`src/rtl/ucie_pattern_pkg.sv`:
```
// Shared definitions for the mainband training pattern generator and comparator:
// state encodings, LFSR polynomial constants, per-lane seed and lane ID helpers.
package ucie_pattern_pkg;

  localparam logic [1:0] ST_IDLE         = 2'b00;
  localparam logic [1:0] ST_CLEAR_LFSR   = 2'b01;
  localparam logic [1:0] ST_PATTERN_LFSR = 2'b10;
  localparam logic [1:0] ST_PER_LANE_IDE = 2'b11;

  localparam int          LFSR_WIDTH     = 23;
  localparam int          SEED_LANE_SHIFT = 19;
  // x^23+x^21+x^16+x^8+x^5+x^2+1 as taps on s[22], s[20], s[15], s[7], s[4], s[1]
  localparam logic [22:0] LFSR_TAP_MASK  = 23'h508092;
  localparam logic [3:0]  ID_NIBBLE      = 4'hA;

  function automatic logic [22:0] lfsr_seed(input logic [22:0] base, input int unsigned lane);
    logic [22:0] lane_bits;
    lane_bits = 23'(lane);
    return base ^ (lane_bits << SEED_LANE_SHIFT);
  endfunction

  function automatic logic [22:0] lfsr_next(input logic [22:0] s);
    logic fb;
    fb = ^(s & LFSR_TAP_MASK);
    return {s[21:0], fb};
  endfunction

  function automatic logic [15:0] lane_id(input int unsigned lane);
    return {ID_NIBBLE, 8'(lane), ID_NIBBLE};
  endfunction

endpackage

```
`src/rtl/lane_lfsr23.sv`:
```
// One lane's 23-bit Fibonacci LFSR; reloads its seed on load, advances on step,
// and presents the current MSB as the stream bit.
module lane_lfsr23
  import ucie_pattern_pkg::*;
(
  input  logic        clk,
  input  logic        rst_n,
  input  logic [22:0] seed,
  input  logic        load,
  input  logic        step,
  output logic        lfsr_bit
);

  logic [22:0] state_r;

  // LFSR state: seed on reset or load, advance on step, otherwise hold
  always_ff @(posedge clk or negedge rst_n) begin
    if (!rst_n) begin
      state_r <= seed;
    end else if (load) begin
      state_r <= seed;
    end else if (step) begin
      state_r <= lfsr_next(state_r);
    end else begin
      state_r <= state_r;
    end
  end

  assign lfsr_bit = state_r[LFSR_WIDTH-1];

endmodule

```
`src/rtl/pattern_generator.sv`:
```
// Transmit-side training pattern source: per-lane LFSR or repeating lane-ID
// streams with a valid/ready handshake, burst length limit and error injection.
module pattern_generator
  import ucie_pattern_pkg::*;
#(
  parameter int          NUM_LANES      = 16,
  parameter int          LFSR_BEATS     = 4096,
  parameter int          ID_REPEATS     = 128,
  parameter logic [22:0] LFSR_SEED_BASE = 23'h1DBFBC
) (
  input  logic                 clk,
  input  logic                 rst_n,
  input  logic [1:0]           i_state,
  input  logic                 i_enable,
  input  logic                 i_ready,
  input  logic [NUM_LANES-1:0] i_inject_err,
  output logic [NUM_LANES-1:0] o_pattern,
  output logic                 o_valid,
  output logic                 o_done
);

  localparam int ID_BEATS  = 16 * ID_REPEATS;
  localparam int MAX_BEATS = (LFSR_BEATS > ID_BEATS) ? LFSR_BEATS : ID_BEATS;
  localparam int CNT_W     = $clog2(MAX_BEATS + 1);

  logic [1:0]           prev_state_r;
  logic [CNT_W-1:0]     beat_cnt_r;
  logic [3:0]           id_idx_r;
  logic [CNT_W-1:0]     limit_s;
  logic                 mode_entry_s;
  logic                 active_s;
  logic                 load_s;
  logic                 accept_s;
  logic                 lfsr_load_s;
  logic                 lfsr_step_s;
  logic [NUM_LANES-1:0] lfsr_bit_s;
  logic [NUM_LANES-1:0] id_bit_s;
  logic [NUM_LANES-1:0] src_bit_s;

  for (genvar g = 0; g < NUM_LANES; g++) begin : g_lane
    localparam logic [22:0] LANE_SEED = lfsr_seed(LFSR_SEED_BASE, g);
    localparam logic [15:0] LANE_ID   = lane_id(g);

    lane_lfsr23 u_lfsr (
      .clk      (clk),
      .rst_n    (rst_n),
      .seed     (LANE_SEED),
      .load     (lfsr_load_s),
      .step     (lfsr_step_s),
      .lfsr_bit (lfsr_bit_s[g])
    );

    assign id_bit_s[g] = LANE_ID[id_idx_r];
  end

  // Mode entry detection, burst limit, load/accept qualification and source select
  always_comb begin
    mode_entry_s = (i_state != prev_state_r);
    active_s     = (i_state == ST_PATTERN_LFSR) || (i_state == ST_PER_LANE_IDE);
    case (i_state)
      ST_PATTERN_LFSR: limit_s = CNT_W'(LFSR_BEATS);
      ST_PER_LANE_IDE: limit_s = CNT_W'(ID_BEATS);
      default:         limit_s = {CNT_W{1'b0}};
    endcase
    // A mode entry discards the in-flight beat, so nothing loads in that cycle
    load_s      = active_s && !mode_entry_s && (!o_valid || i_ready) && i_enable &&
                  !o_done && (beat_cnt_r < limit_s);
    accept_s    = o_valid && i_ready;
    lfsr_load_s = (i_state == ST_CLEAR_LFSR);
    lfsr_step_s = load_s && (i_state == ST_PATTERN_LFSR);
    case (i_state)
      ST_PER_LANE_IDE: src_bit_s = id_bit_s;
      default:         src_bit_s = lfsr_bit_s;
    endcase
  end

  // Output beat register, burst counters and mode tracking
  always_ff @(posedge clk or negedge rst_n) begin
    if (!rst_n) begin
      prev_state_r <= ST_IDLE;
      beat_cnt_r   <= {CNT_W{1'b0}};
      id_idx_r     <= 4'd0;
      o_pattern    <= {NUM_LANES{1'b0}};
      o_valid      <= 1'b0;
      o_done       <= 1'b0;
    end else begin
      prev_state_r <= i_state;
      if (mode_entry_s) begin
        beat_cnt_r <= {CNT_W{1'b0}};
        id_idx_r   <= 4'd0;
        o_pattern  <= {NUM_LANES{1'b0}};
        o_valid    <= 1'b0;
        o_done     <= 1'b0;
      end else begin
        case (i_state)
          ST_IDLE: begin
            o_pattern <= {NUM_LANES{1'b0}};
            o_valid   <= 1'b0;
          end
          ST_CLEAR_LFSR: begin
            o_pattern <= {NUM_LANES{1'b0}};
            o_valid   <= 1'b0;
            o_done    <= 1'b0;
          end
          ST_PATTERN_LFSR, ST_PER_LANE_IDE: begin
            if (load_s) begin
              o_pattern  <= src_bit_s ^ i_inject_err;
              o_valid    <= 1'b1;
              beat_cnt_r <= beat_cnt_r + CNT_W'(1);
              if (i_state == ST_PER_LANE_IDE) begin
                id_idx_r <= id_idx_r + 4'd1;
              end
            end else if (accept_s) begin
              o_valid <= 1'b0;
              if (beat_cnt_r == limit_s) begin
                o_done <= 1'b1;
              end
            end
          end
          default: begin
            o_valid <= 1'b0;
          end
        endcase
      end
    end
  end

endmodule

```
`config.mk`:
```
export PLATFORM = sky130hd
export DESIGN_NAME = pattern_generator
export DESIGN_NICKNAME = d
export VERILOG_FILES = /design/src/rtl/ucie_pattern_pkg.sv /design/src/rtl/lane_lfsr23.sv /design/src/rtl/pattern_generator.sv
export SDC_FILE = /design/constraint.sdc
export NUM_CORES = 1
export LEC_CHECK = 0
export ABC_CLOCK_PERIOD_IN_PS = 2100
export CORE_MARGIN = 1.5
export CORE_UTILIZATION = 50
export CTS_CLUSTER_DIAMETER = 50
export DETAILED_ROUTE_END_ITERATION = 6
export PLACE_DENSITY = 0.8
export SETUP_SLACK_MARGIN = 0.05
export SLEW_MARGIN = 15
export SYNTH_ARGS = -nofsm -noshare
export SYNTH_HDL_FRONTEND = slang
export SYNTH_SLANG_ARGS = --single-unit
```
`constraint.sdc`:
```
create_clock -name clk -period 2.1 [get_ports clk]
set_clock_uncertainty 0.1 [all_clocks]
set_input_delay 0.42 -clock clk [delete_from_list [all_inputs] [get_ports clk]]
set_output_delay 0.42 -clock clk [all_outputs]
set_load 0.01 [all_outputs]
```
==> results of run 1 <==
==> cell families (layout without fill, tap and decap cells) <==
| family | after synthesis | count (layout) | synth area share |
|---|---|---|---|
| flip-flops | 405 | 405 | 0.592 |
| adder cells (fa/ha/maj) | 13 | 13 | 0.00922 |
| AND/OR/NAND/NOR | 1115 | 1116 | 0.265 |
| multiplexers | 4 | 4 | 0.00227 |
| XOR/XNOR | 103 | 103 | 0.0515 |
| AO/OA/AOI/OAI | 144 | 144 | 0.0430 |
| buffers and inverters | 144 | 264 | 0.0364 |
==> synthesized netlist by cell type, drive strengths merged (2+ instances only) <==
cell type  instances
mux2i              4
xor2               4
nor3              11
o21ai            122
dfstp            256
nand4              6
or3                2
ha                13
nand2b             9
clkbuf            41
o22ai              2
nor2              20
dfrtp            149
a21oi              6
nand3            306
a31oi              4
and3               5
inv               10
nand2            745
xnor2             99
buf               93
nor2b              4
o311ai             2
nor4               3
o31ai              3
==> where the power goes <==
part           switching [W]  total (W)  internal [W]
clock                0.00315    0.00821       0.00506
sequential          0.000120    0.00821       0.00809
combinational       0.000582   0.000984      0.000402
==> cell type report <==
type                       count  share of cell area
sequential                   405               0.478
timing repair buffer         177               0.116
multi-input combinational   1380               0.308
clock buffer                  60              0.0577
tap                          455              0.0260
inverter                      10             0.00183
clock inverter                17              0.0126
==> stage by stage <==
stage,instance area [um2],std cells,setup TNS [ps],util
after floorplan,17800,1928,-35440,-
after global placement,19200,2375,-206070,0.554
after detailed placement,19200,2375,-222920,0.554
after CTS,21000,2468,0,0.607
after global routing,21900,2504,-1420,0.632
final,21900,2504,-232,0.632
==> routing by layer <==
| layer | up-vias | share of wire |
|---|---|---|
| li1 | 6447 | - |
| met1 | 7026 | 0.41 |
| met2 | 503 | 0.50 |
| met3 | 94 | 0.063 |
| met4 | 0 | 0.025 |
| met5 | - | 0 |
==> final timing paths <==
kind                                              startpoint  slack (ps)                      endpoint  cells after the start
worst max-delay path                         prev_state_r[0]         -40   g_lane[0].u_lfsr.state_r[4]                      9
min in group clk                                  i_state[1]         280               prev_state_r[1]                      2
worst min-delay path                                   rst_n         270  g_lane[6].u_lfsr.state_r[20]                      2
max in group asynchronous                              rst_n         840   g_lane[5].u_lfsr.state_r[9]                      3
worst min register to register  g_lane[9].u_lfsr.state_r[10]         350  g_lane[9].u_lfsr.state_r[11]                      2
worst max register to register               prev_state_r[0]         -40   g_lane[0].u_lfsr.state_r[4]                      9
==> repair_timing <==
action	CTS	global route
endpoints found under the hold margin	26	0
pin swaps	2	2
cloned	5	34
hold buffers	1	0
setup endpoints to repair	375	373
resized for setup	25	41
buffers inserted	10	2
==> state kept, by name, indices dropped and copies added, names as in the netlist <==
| name | cells |
|---|---|
| g_lane.u_lfsr.state_r | 368 |
| o_pattern | 16 |
| beat_cnt_r | 13 |
| id_idx_r | 4 |
| prev_state_r | 2 |
| o_done | 1 |
| o_valid | 1 |
==> layout by cell type (no fill, tap or decap), types with 6 or more instances in the layout <==
cell / n
nand3_1: 294
clkbuf_8: 8
clkbuf_1: 7
inv_1: 8
buf_6: 10
o21ai_1: 44
nand2b_1: 6
buf_16: 12
dfrtp_1: 148
nor3_1: 9
nor2_1: 19
dfstp_2: 256
nand2_1: 744
buf_12: 30
nand3_2: 12
ha_1: 11
buf_4: 55
buf_8: 6
clkdlybuf4s50_1: 34
o21ai_0: 77
bufinv_16: 7
xnor2_1: 98
clkinv_2: 6
clkbuf_16: 69
==> impl_metrics.py, run 1 <==
metrics = {
    "run_status": {
        "status": "finished with violations",
        "violations": "negative setup slack",
    },
    "clock_network": {
        "cts_buffers": 42,
        "clock-sinks": 405,
        "cts-root-buf": "clkbuf_16",
        "h-tree-depth": 2,
        "cts_tree": "built",
        "clock_latency_ps": 550,
        "clkTransAtPathRegs_ps": 70,
        "clockBufferDepth": 3,
    },
    "grt": {
        "grt_pass1_vias": 13164,
        "gr-usage-met1": 0.291,
        "use_met2": 0.348,
        "grt_use_met3": 0.0278,
        "grt_max_degree": 74,
        "grt_most_used_layer": "met2",
        "grt_pass1_wl_mm": 63.8,
        "grt-ovfl-total": 0,
        "antenna_found_initial": 0,
        "gr-usage-all-layers": 0.210,
    },
    "critical_path": {
        "slowest_stage": "dfrtp_1",
        "path_buf_inv": 4,
        "cp_max_fo": 11,
        "arrival_ps": 2530,
        "worstPathCellList": "xnor2_2, nand3_1, buf_4, nor3_4, buf_6, buf_6, buf_8, nand2_1, nand3_1",
        "startpoint_type": "flop",
        "crit_path_end_kind": "flop",
        "critPathTopFamily": "buffers and inverters",
        "path_class": "reg2reg",
        "slowest_delay_ps": 410,
        "cp.required_ps": 2490,
    },
    "timing": {
        "final_max_slew_viol_count": 0,
        "finalCritPeriodShare": 1.02,
        "worst_slack_ps": -43.2,
        "hold_ws_ps": 267,
        "max_freq_ghz": 0.467,
        "max_slew_margin": 0.619,
        "setup_viol": 20,
        "post-route-min-period_ps": 2140,
        "worstMarginPinSlew_ps": 570,
        "hold_viol": 0,
        "rsz0062_at_grt": "true",
    },
    "detailed_routing": {
        "drt_wl_total_mm": 44.0,
        "drc_errors": 0,
        "via_per_inst": 5.62,
        "antenna_left": 0,
        "drt-initial-drc-count": 1199,
        "wire_per_inst_um": 17.6,
        "drt-pass1-iter-count": 5,
        "vias": 14070,
    },
    "yosys": {
        "synth_warnings": 0,
        "syn_area_um2": 17600,
        "async_reset_ff_frac": 1.00,
        "synth_top_area_cell": "dfstp_2",
        "synth_cell_types": 40,
        "syn_area_per_cell_um2": 9.15,
        "synth.net_count": 1963,
        "ys_top_cells_by_area": "dfstp_2 38%, dfrtp_1 21%, nand2_1 16%",
        "synth-seq-cells": 405,
        "synth-edff-count": 0,
        "synth_top_area_share": 0.381,
        "ys.flop_type": "dfstp_2",
        "synthCells": 1928,
        "seq_area_frac_synth": 0.592,
    },
    "place": {
        "hpwl_mm": 21.5,
        "pre_cts_ws_ps": -623,
        "io_buffer_count": 39,
        "place_congestion": 0.946,
    },
    "floorplan": {
        "start_util": 0.510,
        "die-area_um2": 36400,
        "io_pins": 40,
        "coreArea_um2": 34600,
        "rows": 68,
        "dieWidth_um": 191,
        "die_y_um": 191,
    },
    "finish": {
        "multi_input_area_um2": 6750,
        "area_growth_pct": 24.1,
        "nFillCells": 2397,
        "drive_above_1_share": 0.243,
        "diodes": 0,
        "seq_area_um2": 10500,
        "nets": 2051,
    },
    "power_and_ir_drop": {
        "power.total_w": 0.0174,
        "power.leakage_nw": 10.1,
        "powerDensity_nw_per_um2": 795,
        "peakVddDrop_mv": 0.591,
    },
    "job": {
        "drv_cap": 0,
    },
    "min_path": {
        "worstHoldPathType": "in2async",
    },
}
Power figures use the tool's default switching activity.
==> run 2: changes to the inputs <==
--- a/config.mk
+++ b/config.mk
@@ -6,7 +6,7 @@
 export NUM_CORES = 1
 export LEC_CHECK = 0
 export ABC_CLOCK_PERIOD_IN_PS = 2100
-export CORE_MARGIN = 1.5
+export CORE_MARGIN = 3
 export CORE_UTILIZATION = 50
 export CTS_CLUSTER_DIAMETER = 50
 export DETAILED_ROUTE_END_ITERATION = 6
==> run 2 against run 1 <==
Against the previous run:
- the run still ends with negative setup slack left
- critical path depth unchanged
- clock power down 4.3%
- via count down 3.6%
- power down 2.2%
- final area down 3.3%
- flip-flop and latch count unchanged
- wire length down 9.7%
- critical path type unchanged
==> impl_metrics.py, run 2 (synthesis gave the netlist of run 1 again) <==
metrics = {
    "run_status": {
        "status": "finished with violations",
        "violations": "negative setup slack",
    },
    "floorplan": {
        "die-area_um2": 37600,
        "dieWidth_um": 194,
        "rows": 68,
        "io_pins": 40,
        "start_util": 0.510,
        "die_y_um": 194,
        "coreArea_um2": 34600,
    },
    "critical_path": {
        "path_class": "reg2reg",
        "startpoint_type": "flop",
        "cp.required_ps": 2420,
        "crit_path_end_kind": "flop",
        "arrival_ps": 2420,
        "cp_max_fo": 51,
    },
    "grt": {
        "grt_max_degree": 104,
        "antenna_found_initial": 0,
        "grt_pass1_wl_mm": 65.8,
        "gr-usage-all-layers": 0.204,
        "grt-ovfl-total": 0,
        "grt_pass1_vias": 13452,
    },
    "finish": {
        "diodes": 0,
        "area_growth_pct": 20.0,
        "top_register": "g_lane.u_lfsr.state_r",
        "largest_register_ffs": 368,
        "largestRegisters": "g_lane.u_lfsr.state_r x368, o_pattern x16, beat_cnt_r x13",
        "seq_area_um2": 10500,
        "drive_above_1_share": 0.231,
        "nets": 2016,
        "final_common_cell": "nand2_1",
        "multi_input_area_um2": 6770,
        "finish.instance_area_um2": 21200,
        "final_cell_mix": "744 x nand2_1, 294 x nand3_1, 256 x dfstp_2",
        "nFillCells": 2493,
    },
    "timing": {
        "finalCritPeriodShare": 1.00,
        "rsz0062_at_grt": "true",
        "worst_slack_ps": -3.16,
        "hold_viol": 0,
        "worstMarginPinSlew_ps": 566,
        "setup_viol": 1,
        "max_slew_margin": 0.622,
        "post-route-min-period_ps": 2100,
        "final_max_slew_viol_count": 0,
        "setup_tns_ps": -3.16,
        "max_freq_ghz": 0.475,
    },
    "detailed_routing": {
        "drc_errors": 0,
        "vias": 13563,
        "drt_wl_total_mm": 39.7,
        "via_per_inst": 5.50,
        "wire_per_inst_um": 16.1,
        "antenna_left": 0,
        "drt-initial-drc-count": 1071,
        "drt-pass1-iter-count": 6,
    },
    "power_and_ir_drop": {
        "powerDensity_nw_per_um2": 803,
        "power.leakage_nw": 9.70,
        "power.total_w": 0.0170,
        "peakVddDrop_mv": 0.592,
    },
    "clock_network": {
        "cts_buffers": 42,
        "h-tree-depth": 2,
        "cts_tree": "built",
        "cts-root-buf": "clkbuf_16",
        "clock_latency_ps": 530,
        "clockBufferDepth": 3,
        "clkTransAtPathRegs_ps": 70,
        "clock-sinks": 405,
    },
    "place": {
        "postPlaceCellArea_um2": 19100,
        "hpwl_mm": 21.5,
        "io_buffer_count": 39,
        "pre_cts_ws_ps": -623,
        "place_congestion": 0.867,
    },
    "job": {
        "drv_cap": 0,
    },
    "min_path": {
        "worstHoldPathType": "in2async",
    },
}
-- run 2: final cells by class --
class	instances	share of cell area
Clock buffer	58	0.0568
Clock inverter	18	0.0126
Inverter	10	0.00189
Multi-Input combinational cell	1380	0.320
Sequential cell	405	0.494
Tap cell	455	0.0269
Timing Repair Buffer	142	0.0882
-- run 2: what timing repair did --
| item | in CTS | in global routing |
|---|---|---|
| pin swaps | 3 | 3 |
| gates cloned | 8 | 5 |
| setup endpoints to repair | 382 | 352 |
| setup buffers | 8 | 6 |
| hold buffers | 1 | 0 |
| resized for setup | 18 | 36 |
| hold endpoints to repair | 16 | 0 |
-- run 2: final timing paths --
check	slack, ps	startpoint	to	cells past startpoint
max	-3	beat_cnt_r[11]	g_lane[2].u_lfsr.state_r[21]	9
min	300	rst_n	g_lane[8].u_lfsr.state_r[14]	2
max reg2reg	-3	beat_cnt_r[11]	g_lane[2].u_lfsr.state_r[21]	9
min reg2reg	350	g_lane[10].u_lfsr.state_r[11]	g_lane[10].u_lfsr.state_r[12]	2
max in group asynchronous	860	rst_n	g_lane[13].u_lfsr.state_r[8]	3
min in group clk	350	g_lane[10].u_lfsr.state_r[11]	g_lane[10].u_lfsr.state_r[12]	2
-- run 2: where the power goes --
part           internal, W  switching (W)  total, W
Sequential         0.00809       0.000119   0.00821
Combinational     0.000381       0.000566  0.000948
Clock              0.00477        0.00309   0.00786
Total               0.0132        0.00378    0.0170
-- run 2: metrics by stage --
| stage | cells | hold WS (ps) | utilization |
|---|---|---|---|
| floorplan | 1928 | 24.4 | - |
| global placement | 2365 | 257 | 0.551 |
| detailed placement | 2365 | 261 | 0.551 |
| CTS | 2458 | 295 | 0.604 |
| global route | 2468 | 335 | 0.612 |
| finish | 2468 | 304 | 0.612 |
-- run 2: layer usage --
metal	routed length [um]	track usage
met1	17100	0.278
met2	19500	0.336
met3	1950	0.0315
met4	1220	0.0710
met5	0	0
-- run 2: critical path, stage by stage, from the launching register on --
cell	delay (ps)
dfrtp_1	390
inv_2	90
ha_4	130
nand2b_4	130
nand4_4	110
buf_4	170
or3_4	420
buf_16	220
nand3_1	140
nand2_1	70
==> run 3: changes to the inputs <==
--- a/config.mk
+++ b/config.mk
@@ -7,10 +7,10 @@
 export LEC_CHECK = 0
 export ABC_CLOCK_PERIOD_IN_PS = 2100
 export CORE_MARGIN = 3
-export CORE_UTILIZATION = 50
+export CORE_UTILIZATION = 56
 export CTS_CLUSTER_DIAMETER = 50
 export DETAILED_ROUTE_END_ITERATION = 6
-export PLACE_DENSITY = 0.8
+export PLACE_DENSITY = 0.87
 export SETUP_SLACK_MARGIN = 0.05
 export SLEW_MARGIN = 15
 export SYNTH_ARGS = -nofsm -noshare
==> run 3 against run 2 <==
Against the previous run:
- worst hold slack got worse by 210 ps
- register-to-register slack got worse by 310 ps
- sequential power rose by 0.6%
- power rose by 1.8%
- highest routed layer is now met5
- final cell count fell by 0.41%
- flip-flop and latch count did not move
- via count rose by 24%
- sequential share of layout area fell by 4.0 points
- the run still ends with negative setup slack left
- fmax fell by 13%
- first-iteration DRC count rose to 3.1 times the previous value
- wire length rose by 65%
- critical endpoint is now g_lane[6].u_lfsr.state_r[21]
==> impl_metrics.py, run 3 (synthesis gave the netlist of run 1 again) <==
metrics = {
    "critical_path": {
        "startpoint_type": "flop",
        "r2r_setup_slack_ps": -310,
        "slowest_delay_ps": 460,
        "crit_path_end_kind": "flop",
        "r2r-end": "g_lane[6].u_lfsr.state_r[21]",
        "cp_common_cell": "nand2_1",
        "worstPathCellList": "xnor2_4, nand3_4, buf_4, nor3_4, buf_12, buf_6, clkbuf_16, nand2_1, nand2_1",
        "cp_max_fo": 12,
        "slowest_stage": "dfrtp_2",
        "reg2reg_from": "prev_state_r[0]",
        "path_buf_inv": 4,
        "path_class": "reg2reg",
        "reg2reg_depth": 9,
        "arrival_ps": 2800,
        "cp.required_ps": 2490,
        "startpoint": "prev_state_r[0]",
        "critPathTopFamily": "simple AND/OR/NAND/NOR gates",
    },
    "detailed_routing": {
        "drt-pass1-iter-count": 7,
        "wire_per_inst_um": 26.7,
        "drt-initial-drc-count": 3353,
        "antenna_left": 0,
        "vias": 16859,
        "drt_wl_total_mm": 65.6,
        "drc_errors": 0,
        "via_per_inst": 6.86,
    },
    "power_and_ir_drop": {
        "peakVddDrop_mv": 0.630,
        "powerDensity_nw_per_um2": 752,
        "power.leakage_nw": 10.5,
        "power.total_w": 0.0173,
    },
    "place": {
        "placedCellCount": 2298,
        "place_congestion": 0.918,
        "io_buffer_count": 39,
        "postPlaceCellArea_um2": 18900,
        "hpwl_mm": 21.6,
    },
    "finish": {
        "final_util": 0.747,
        "drive_above_1_share": 0.343,
        "area_growth_pct": 30.5,
        "top_register": "g_lane.u_lfsr.state_r",
        "largestRegisters": "g_lane.u_lfsr.state_r x368, o_pattern x16, beat_cnt_r x13",
        "finish.instance_area_um2": 23000,
        "stdcell_count": 2458,
        "nets": 2060,
        "final_cell_mix": "638 x nand2_1, 256 x dfstp_2, 207 x nand3_1",
        "largest_register_ffs": 368,
        "final_common_cell": "nand2_1",
    },
    "floorplan": {
        "die_y_um": 184,
        "coreArea_um2": 30800,
        "die-area_um2": 33700,
        "dieWidth_um": 184,
        "start_util": 0.572,
        "io_pins": 40,
        "rows": 64,
    },
    "job": {
        "drv_cap": 0,
    },
    "clock_network": {
        "cts_tree": "built",
        "clockBufferDepth": 3,
        "h-tree-depth": 2,
        "clkTransAtPathRegs_ps": 70,
        "cts-root-buf": "clkbuf_16",
        "clock-sinks": 405,
        "cts_buffers": 44,
        "clock_latency_ps": 570,
    },
    "grt": {
        "gr-usage-all-layers": 0.257,
        "grt_pass1_vias": 14348,
        "antenna_found_initial": 2,
        "grt-ovfl-total": 0,
        "grt_pass1_wl_mm": 71.8,
        "grt_max_degree": 73,
    },
    "run_status": {
        "violations": "negative setup slack",
        "status": "finished with violations",
    },
    "min_path": {
        "worstHoldPathType": "in2reg",
        "min_path_cells": 1,
        "min_from": "i_state[0]",
        "min_to": "prev_state_r[0]",
    },
    "timing": {
        "worstMarginPinSlew_ps": 641,
        "setup_tns_ps": -49300,
        "post-route-min-period_ps": 2410,
        "max_slew_margin": 0.570,
        "final_max_slew_viol_count": 0,
        "rsz0062_at_grt": "true",
        "setup_viol": 370,
        "hold_viol": 0,
        "finalCritPeriodShare": 1.15,
        "worst_slack_ps": -313,
        "max_freq_ghz": 0.414,
    },
}
==> run 3: cell count changes in the layout (fill, tap and decap cells not counted), moves of 13 or more <==
| cell | delta |
|---|---|
| o21ai_1 | -13 |
| nand2_2 | +67 |
| clkbuf_16 | +32 |
| nand2_4 | +39 |
| nand3_1 | -87 |
| nand2_1 | -106 |
| nand3_2 | +86 |
==> run 3: final cells by class <==
| type | count | area, um2 |
|---|---|---|
| multi-input combinational | 1380 | 7690 |
| clock buffer | 63 | 1270 |
| fill | 1486 | 7800 |
| tap | 396 | 495 |
| sequential | 405 | 10500 |
| timing repair buffer | 184 | 2910 |
| inverter | 10 | 40.0 |
| antenna | 1 | 2.50 |
| clock inverter | 19 | 155 |
==> run 3: power by group <==
group / leakage (nW) / switching (W) / internal, W
logic: 4.99 / 0.000711 / 0.000408
clock network: 0.704 / 0.00354 / 0.00440
registers: 4.76 / 0.000169 / 0.00809
total: 10.5 / 0.00442 / 0.0129
==> run 3: worst max-delay path by stage <==
stage | to | depth (start not counted)
floorplan | g_lane[0].u_lfsr.state_r[22] | 13
global placement | g_lane[9].u_lfsr.state_r[0] | 11
detailed placement | g_lane[8].u_lfsr.state_r[0] | 9
CTS | g_lane[14].u_lfsr.state_r[13] | 8
global route | g_lane[6].u_lfsr.state_r[21] | 9
finish | g_lane[6].u_lfsr.state_r[21] | 9
==> run 3: what timing repair did <==
item / CTS / global route
endpoints found under the setup margin: 293 / 358
cloned: 11 / 49
resized for setup: 71 / 240
pin swaps: 10 / 77
hold endpoints to repair: 10 / 0
hold buffers: 1 / 0
buffers inserted: 7 / 9
==> run 3: metrics by stage <==
step | hold WS, ps | worst slack (ps)
6_report | 93.5 | -313
5_1_grt | 97.4 | -296
4_1_cts | 57.7 | 15.3
3_5_place_dp | 283 | -635
3_3_place_gp | 280 | -582
2_1_floorplan | 24.4 | -127
==> run 3: metal layers <==
layer,GRT usage,part of all wire,wire length [um]
met5,0,0.00020,13
met4,0.108,0.096,6320
met3,0.0485,0.14,9250
met2,0.432,0.44,28800
met1,0.330,0.32,21200
